$ cat src/rtl/data_sync.sv
// rtl/data_sync.sv - destination-domain bus synchronizer qualified by a level enable
//
// Purpose:
//    Brings a multi-bit bus from a foreign clock domain into the CLK domain.
//    The source holds UNSYNC_BUS stable while BUS_EN is high. Only BUS_EN
//    crosses through a flop chain. The rising edge of the synchronized enable
//    becomes a one-cycle strobe that captures the (by then settled) bus.
//
// Ports:
//    CLK           destination-domain clock
//    RST           asynchronous active-low reset (output of the domain's reset synchronizer)
//    UNSYNC_BUS    source-domain data, stable while BUS_EN is high
//    BUS_EN        source-domain level enable
//    SYNC_BUS      captured, synchronized data
//    ENABLE_PULSE  one-cycle strobe coincident with a new SYNC_BUS value
//    XFER_CNT      wrapping count of completed transfers
//    OVERRUN       sticky flag: enable re-asserted before the previous transfer settled
//    OVR_CLR       synchronous clear for OVERRUN (set has priority)

module data_sync #(
   parameter int BUS_WIDTH  = 8,
   parameter int NUM_STAGES = 2,
   parameter int CNT_WIDTH  = 8
) (
   input  logic                 CLK,
   input  logic                 RST,
   input  logic [BUS_WIDTH-1:0] UNSYNC_BUS,
   input  logic                 BUS_EN,
   output logic [BUS_WIDTH-1:0] SYNC_BUS,
   output logic                 ENABLE_PULSE,
   output logic [CNT_WIDTH-1:0] XFER_CNT,
   output logic                 OVERRUN,
   input  logic                 OVR_CLR
);

   // Guard counter must hold NUM_STAGES+1, at most 5 for the legal depth range.
   localparam int              GUARD_W    = 3;
   localparam logic [GUARD_W-1:0] GUARD_LOAD = GUARD_W'(NUM_STAGES + 1);

   generate
      if (NUM_STAGES < 2 || NUM_STAGES > 4) begin : g_bad_num_stages
         $error("data_sync: NUM_STAGES must be in 2..4");
      end
   endgenerate

   logic [NUM_STAGES-1:0] sync_chain;
   logic                  en_sync;
   logic                  en_prev;
   logic                  pulse_c;
   logic [GUARD_W-1:0]    guard_cnt;
   logic                  overrun_set;

   // Plain flop chain: no logic between stages so each stage has a full
   // cycle to resolve metastability.
   always_ff @(posedge CLK or negedge RST) begin
      if (!RST) begin
         sync_chain <= '0;
      end else begin
         sync_chain <= {sync_chain[NUM_STAGES-2:0], BUS_EN};
      end
   end

   assign en_sync = sync_chain[NUM_STAGES-1];

   always_ff @(posedge CLK or negedge RST) begin
      if (!RST) begin
         en_prev <= 1'b0;
      end else begin
         en_prev <= en_sync;
      end
   end

   // Rising edge of the synchronized enable: one pulse per enable level.
   assign pulse_c = en_sync & ~en_prev;

   // By the time en_sync rises, the bus has been stable for NUM_STAGES
   // cycles, so it is safe to sample it directly.
   always_ff @(posedge CLK or negedge RST) begin
      if (!RST) begin
         SYNC_BUS     <= '0;
         ENABLE_PULSE <= 1'b0;
         XFER_CNT     <= '0;
      end else begin
         ENABLE_PULSE <= pulse_c;
         if (pulse_c) begin
            SYNC_BUS <= UNSYNC_BUS;
            XFER_CNT <= XFER_CNT + CNT_WIDTH'(1);
         end
      end
   end

   // Guard window after each capture: a new edge inside it means the source
   // toggled faster than the chain can safely follow.
   always_ff @(posedge CLK or negedge RST) begin
      if (!RST) begin
         guard_cnt <= '0;
      end else if (pulse_c) begin
         guard_cnt <= GUARD_LOAD;
      end else if (guard_cnt != '0) begin
         guard_cnt <= guard_cnt - GUARD_W'(1);
      end
   end

   assign overrun_set = pulse_c & (guard_cnt != '0);

   always_ff @(posedge CLK or negedge RST) begin
      if (!RST) begin
         OVERRUN <= 1'b0;
      end else if (overrun_set) begin
         OVERRUN <= 1'b1;
      end else if (OVR_CLR) begin
         OVERRUN <= 1'b0;
      end
   end

endmodule

$ cat config.mk
export PLATFORM = sky130hd
export DESIGN_NAME = data_sync
export DESIGN_NICKNAME = d
export VERILOG_FILES = /design/src/rtl/data_sync.sv
export SDC_FILE = /design/constraint.sdc
export NUM_CORES = 1
export LEC_CHECK = 0
export BUFFER_PORTS_ARGS = -buffer_cell sky130_fd_sc_hd__buf_2
export CORE_MARGIN = 1.5
export CORE_UTILIZATION = 51
export CTS_BUF_LIST = sky130_fd_sc_hd__clkbuf_4
export DETAILED_ROUTE_END_ITERATION = 6
export PLACE_DENSITY = 0.89
export SKIP_LAST_GASP = 1
export SLEW_MARGIN = 20
export SYNTH_ARGS = -nofsm -noshare
export SYNTH_HDL_FRONTEND = slang
export SYNTH_SLANG_ARGS = --single-unit
$ cat constraint.sdc
create_clock -name CLK -period 1.5 [get_ports CLK]
set_input_delay 0.15 -clock CLK [delete_from_list [all_inputs] [get_ports CLK]]
set_output_delay 0.15 -clock CLK [all_outputs]
set_load 0.01 [all_outputs]
==> flow_metrics.py, run 1 <==
metrics = {
    "finish": {
        "fillCellCount": 153,
        "layout-drive-gt1-share_pct": 30.3,
        "nets": 135,
        "antenna_cells": 0,
        "stdcell_count": 144,
        "area_delta_synth_final_pct": 23.4,
    },
    "clock_network": {
        "clock-root-buffer": "clkbuf_4",
        "cts_max_path_buffers": 2,
        "clock_sinks": 24,
        "h-tree-depth": 1,
        "cts_tree": "done",
        "cts.clk_slew.worst_paths_ns": 0.12,
        "clk_latency_ns": 0.31,
        "cts_inserted_buffers": 3,
    },
    "die": {
        "start_util_pct": 54.6,
        "die_y_um": 46.0,
        "fp.dieW_um": 46.0,
        "core_area_um2": 1730,
        "rows": 15,
        "io_pins": 30,
        "fp.dieArea_um2": 2110,
    },
    "synth": {
        "synth_ff_type": "dfrtp_1",
        "syn_area_um2": 942,
        "synth-seq-cells": 24,
        "synthTopCellsByCount": "nand2_1 (31), dfrtp_1 (24), xnor2_1 (7), inv_1 (5), nand4_1 (4)",
        "avgSynthCellArea_um2": 11.1,
        "yosys-top-cells-area": "dfrtp_1 (64%), nand2_1 (12%), xnor2_1 (6.5%)",
        "async_reset_ff_share_pct": 100,
        "yosysWarnings": 0,
        "syn-num-nets": 100,
        "ys_seq_area_share_pct": 63.7,
        "yosysMostFrequentCell": "nand2_1",
        "synth_top_area_share_pct": 63.7,
        "syn-instance-count": 85,
        "synth_largest_area_cell": "dfrtp_1",
        "synth_edf_count": 0,
        "synth_cell_types": 15,
    },
    "timing": {
        "tightestPinTransition_ns": 0.517,
        "max_slew_margin_pct": 65.5,
        "min_period_ns": 1.36,
        "fmax_mhz": 737,
        "setup_slack_ns": 0.143,
        "slew_violations": 0,
        "fin_skew_ns": 0.00567,
        "hold_ws_ns": 0.0164,
        "finalSetupTns_ns": 0,
        "setup_viol": 0,
        "rsz0062_at_grt": "no",
        "post-route-period-util_pct": 90.5,
        "timing.final.hold_violations": 0,
    },
    "setup_path": {
        "crit_family": "flip-flops",
        "crit_path_top_delay_cell": "dfrtp_1",
        "crit_chain": "inv_1 -> ha_1 -> ha_1 -> mux2_2 -> nand2_1",
        "worstPathMaxFanout": 5,
        "crit_type": "register to register",
        "crit_path_start_kind": "register",
        "arrival_ns": 1.62,
        "critPathMostFrequentCell": "ha_1",
        "critPathBufInv": 1,
        "worstPathRequired_ns": 1.76,
        "max_stage_delay_ns": 0.42,
        "cp-end-kind": "register",
    },
    "placed_design": {
        "place_hpwl_mm": 1.16,
        "place.gp.congestion": 0.700,
        "pre_cts_slack_ns": 0.179,
        "io_buffers": 29,
        "placedCellCount": 138,
    },
    "drt": {
        "vias": 683,
        "via_per_inst": 4.74,
        "drt-pass1-iter-count": 2,
        "drc_errors": 0,
        "ant_nets": 0,
        "wirelength_mm": 1.61,
        "dr.first_iter.drc_count": 8,
        "wl_per_cell_um": 11.2,
    },
    "pwr": {
        "intPower_mw": 1.12,
        "p_leak_nw": 0.640,
        "power_density_nw_per_um2": 1440,
        "clkPwrFrac_pct": 16.6,
        "seq_power_share_pct": 54.4,
        "sw_frac_of_total_pct": 33.2,
        "p_sw_uw": 556,
        "irDropWorstVdd_mv": 0.994,
        "pwr-share-comb_pct": 29.0,
    },
    "global_routing": {
        "grt_pass1_vias": 652,
        "track_usage_pct": 17.9,
        "antenna_found_initial": 0,
        "grt_max_degree": 25,
        "grt-ovfl-total": 0,
        "grt_pass1_wl_mm": 2.63,
    },
    "run": {
        "cap_violations": 0,
    },
    "hold_path": {
        "hp-class": "input port to register",
    },
    "outcome": {
        "status": "complete, no violations",
    },
}
## through the flow
step                power (mW)  utilization [%]  area [µm²]
global route              1.80             67.3        1160
detailed placement        1.41             64.6        1120
finish                    1.67             67.3        1160
global placement          1.37             64.6        1120
CTS                       1.69             67.3        1160
floorplan                 1.21                -         942
## cells in the final DEF, fill, tap and decap left out
cell	netlist	final
buf_4	0	1
buf_2	2	29
nand4_1	4	4
nand2_1	31	31
dlygate4sd3_1	0	2
clkinv_1	0	1
ha_1	3	3
dfrtp_1	24	24
xnor2_1	7	7
clkbuf_4	0	3
xor2_1	1	1
o22ai_1	1	1
nand2b_4	1	1
inv_1	5	5
a21oi_1	1	1
and4b_4	1	1
mux2_2	1	1
nor2_1	2	2
and3_1	1	1
## registers in the layout, summed over array words and instances (netlist names)
name	count
guard_cnt	3
OVERRUN	1
XFER_CNT	8
en_prev	1
sync_chain	2
ENABLE_PULSE	1
SYNC_BUS	8
## worst paths after layout
kind                               start            end  slack (ns)  depth (start not counted)
max                         guard_cnt[0]   guard_cnt[1]        0.14                          5
max in group asynchronous            RST    XFER_CNT[1]        0.83                          2
min reg2reg                sync_chain[0]  sync_chain[1]        0.37                          0
min in group asynchronous            RST        OVERRUN        0.32                          2
max reg2reg                 guard_cnt[0]   guard_cnt[1]        0.14                          5
min                              OVR_CLR        OVERRUN        0.02                          2
## power groups by stage
| stage | registers [mW] | clock network, mW | logic [mW] |
|---|---|---|---|
| finish | 0.910 | 0.277 | 0.486 |
| global route | 0.931 | 0.302 | 0.565 |
| CTS | 0.912 | 0.281 | 0.495 |
| detailed placement | 0.926 | 0 | 0.488 |
| global placement | 0.912 | 0 | 0.457 |
| floorplan | 0.951 | 0 | 0.258 |
## cells by family after synthesis
kind of cell             synth area share (%)
AO/OA/AOI/OAI                            1.20
XOR/XNOR                                 7.44
adder cells (fa/ha/maj)                  3.98
buffers and inverters                    3.05
flip-flops                               63.7
multiplexers                             1.20
AND/OR/NAND/NOR                          19.4
## routing by layer
metal | GRT usage, % | share of wire (%)
met1 | 21.7 | 44
met4 | 10.3 | 1.6
met3 | 2.38 | 4.1
met5 | 0 | 0
met2 | 30.0 | 50
## area by class of cell
type,instances,area [µm²],share of cell area (%)
multi-input combinational,54,313,26.9
inverter,5,18.8,1.61
clock buffer,3,22.5,1.94
sequential,24,601,51.7
timing repair buffer,32,173,14.9
tap,25,31.3,2.69
clock inverter,1,3.75,0.323
## timing repair
action                     in CTS  in global routing
setup endpoints to repair       0                  0
hold buffers                    2                  0
buffers inserted                0                  0
resized for setup               0                  0
hold endpoints to repair       25                  0
No activity file was read; power rests on OpenSTA's default activity.
==> inputs of run 2 (changes only) <==
- CORE_UTILIZATION: 51 -> 48
- CTS_BUF_LIST: sky130_fd_sc_hd__clkbuf_4 -> sky130_fd_sc_hd__clkbuf_16
- PLACE_DENSITY: 0.89 -> 0.85
==> run 2 against run 1 <==
Global-route usage is 0.86 points higher. Sequential power is 2% higher. Power is 30% higher. Critical path depth stayed put. Combinational power is 4.7% higher. Worst hold slack better by 0.065 ns. Count of clock-buffer cells in the layout stayed put. Critical path type unchanged.
==> flow_metrics.py, run 2 (synthesis results as in run 1) <==
metrics = {
    "timing": {
        "hold_ws_ns": 0.0813,
        "setup_viol": 0,
        "max_slew_margin_pct": 65.8,
        "fmax_mhz": 738,
        "min_period_ns": 1.35,
        "tightestPinTransition_ns": 0.513,
        "post-route-period-util_pct": 90.3,
        "timing.final.hold_violations": 0,
        "rsz0062_at_grt": "no",
        "fin_skew_ns": 0.00281,
        "finalSetupTns_ns": 0,
        "slew_violations": 0,
    },
    "setup_path": {
        "worstPathMaxFanout": 5,
        "reg2reg_to": "guard_cnt[1]",
        "critPathMostFrequentCell": "ha_1",
        "worstSetupPathDepth": 5,
        "critPathBufInv": 1,
        "ff2ff_setup_slack_ns": 0.15,
        "crit_path_start_kind": "register",
        "worstPathRequired_ns": 1.69,
        "arrival_ns": 1.55,
        "crit_family": "adder cells",
        "crit_type": "register to register",
        "r2r_cells": 5,
        "crit_path_top_delay_cell": "dfrtp_1",
        "crit_chain": "inv_1 -> ha_1 -> ha_1 -> mux2_2 -> nand2_1",
        "max_stage_delay_ns": 0.40,
        "rr_startpoint": "guard_cnt[0]",
        "cp-end-kind": "register",
    },
    "hold_path": {
        "whs_path_depth": 3,
        "hp-class": "input port to register",
        "worstHoldStart": "UNSYNC_BUS[5]",
        "hold_end": "SYNC_BUS[5]",
    },
    "clock_network": {
        "h-tree-depth": 1,
        "clock-root-buffer": "clkbuf_16",
        "cts_inserted_buffers": 3,
        "clk_latency_ns": 0.25,
        "clock_sinks": 24,
        "cts_tree": "done",
        "cts_max_path_buffers": 2,
        "ctsResizeCount": 0,
        "cts.clk_slew.worst_paths_ns": 0.06,
    },
    "pwr": {
        "irDropWorstVdd_mv": 0.926,
        "power_density_nw_per_um2": 1760,
        "p_leak_nw": 0.676,
    },
    "die": {
        "die_y_um": 47.3,
        "start_util_pct": 52.8,
        "fp.dieArea_um2": 2240,
        "fp.dieW_um": 47.3,
        "core_area_um2": 1780,
        "rows": 15,
        "io_pins": 30,
    },
    "drt": {
        "drc_errors": 0,
        "vias": 707,
        "dr.first_iter.drc_count": 10,
        "via_per_inst": 4.91,
        "ant_nets": 0,
        "wirelength_mm": 1.82,
        "drt-pass1-iter-count": 4,
        "wl_per_cell_um": 12.6,
    },
    "placed_design": {
        "place.gp.congestion": 0.752,
        "place_hpwl_mm": 1.25,
        "io_buffers": 29,
    },
    "finish": {
        "antenna_cells": 0,
        "nets": 135,
        "reg_top3": "SYNC_BUS x8, XFER_CNT x8, guard_cnt x3",
        "layout_commonest_cell": "nand2_1",
        "layout-drive-gt1-share_pct": 31.1,
        "mostFrequentLayoutCells": "nand2_1 (31), buf_2 (29), dfrtp_1 (24)",
        "fillCellCount": 120,
        "area_delta_synth_final_pct": 31.7,
    },
    "global_routing": {
        "grt-ovfl-total": 0,
        "grt_max_degree": 25,
        "antenna_found_initial": 0,
        "grt_pass1_vias": 665,
        "grt_pass1_wl_mm": 2.83,
        "track_usage_pct": 18.7,
    },
    "run": {
        "cap_violations": 0,
    },
    "outcome": {
        "status": "complete, no violations",
    },
}
==> run 2: tightest hold or removal path: stages <==
cell     delay [ns]
buf_2          0.07
nand2_1        0.04
nand2_1        0.04
==> run 2: how the worst max path moves through the flow <==
stage,startpoint,endpoint,slack [ns]
CTS,guard_cnt[0],guard_cnt[1],0.14
global placement,guard_cnt[0],guard_cnt[1],0.25
detailed placement,guard_cnt[0],guard_cnt[1],0.19
global route,guard_cnt[0],guard_cnt[1],0.09
floorplan,guard_cnt[0],guard_cnt[1],0.27
finish,guard_cnt[0],guard_cnt[1],0.15
==> run 2: what timing repair did <==
action / in CTS / in global routing
setup buffers: 0 / 0
hold endpoints to repair: 25 / 0
hold buffers: 2 / 0
==> run 2: report_power, final <==
group	leakage (nW)	switching, mW	internal [mW]
logic	0.327	0.268	0.240
registers	0.297	0.138	0.787
clock network	0.0511	0.218	0.530
total	0.676	0.624	1.56
==> run 2: layout make-up <==
class / count / area (µm²) / area share, %
Sequential cell: 24 / 601 / 48.4
Multi-Input combinational cell: 54 / 313 / 25.2
Timing Repair Buffer: 32 / 173 / 13.9
Clock buffer: 3 / 75.1 / 6.05
Tap cell: 25 / 31.3 / 2.52
Clock inverter: 1 / 30.0 / 2.42
Inverter: 5 / 18.8 / 1.51
==> run 2: layer usage <==
| metal | track usage, % | routed length [µm] | vias to the layer above |
|---|---|---|---|
| met5 | 0 | 0 | - |
| met4 | 13.3 | 29 | 0 |
| met3 | 3.08 | 96 | 4 |
| met2 | 30.5 | 902 | 30 |
| met1 | 22.2 | 786 | 333 |
| li1 | - | - | 340 |
==> run 2: through the flow <==
step / instances / utilization, % / power, mW / worst slack (ns) / area (µm²)
global route: 144 / 69.6 / 2.31 / 0.0923 / 1240
detailed placement: 138 / 62.6 / 1.42 / 0.187 / 1120
finish: 144 / 69.6 / 2.18 / 0.145 / 1240
global placement: 138 / 62.6 / 1.36 / 0.250 / 1120
CTS: 144 / 69.6 / 2.19 / 0.145 / 1240
floorplan: 85 / - / 1.21 / 0.271 / 942
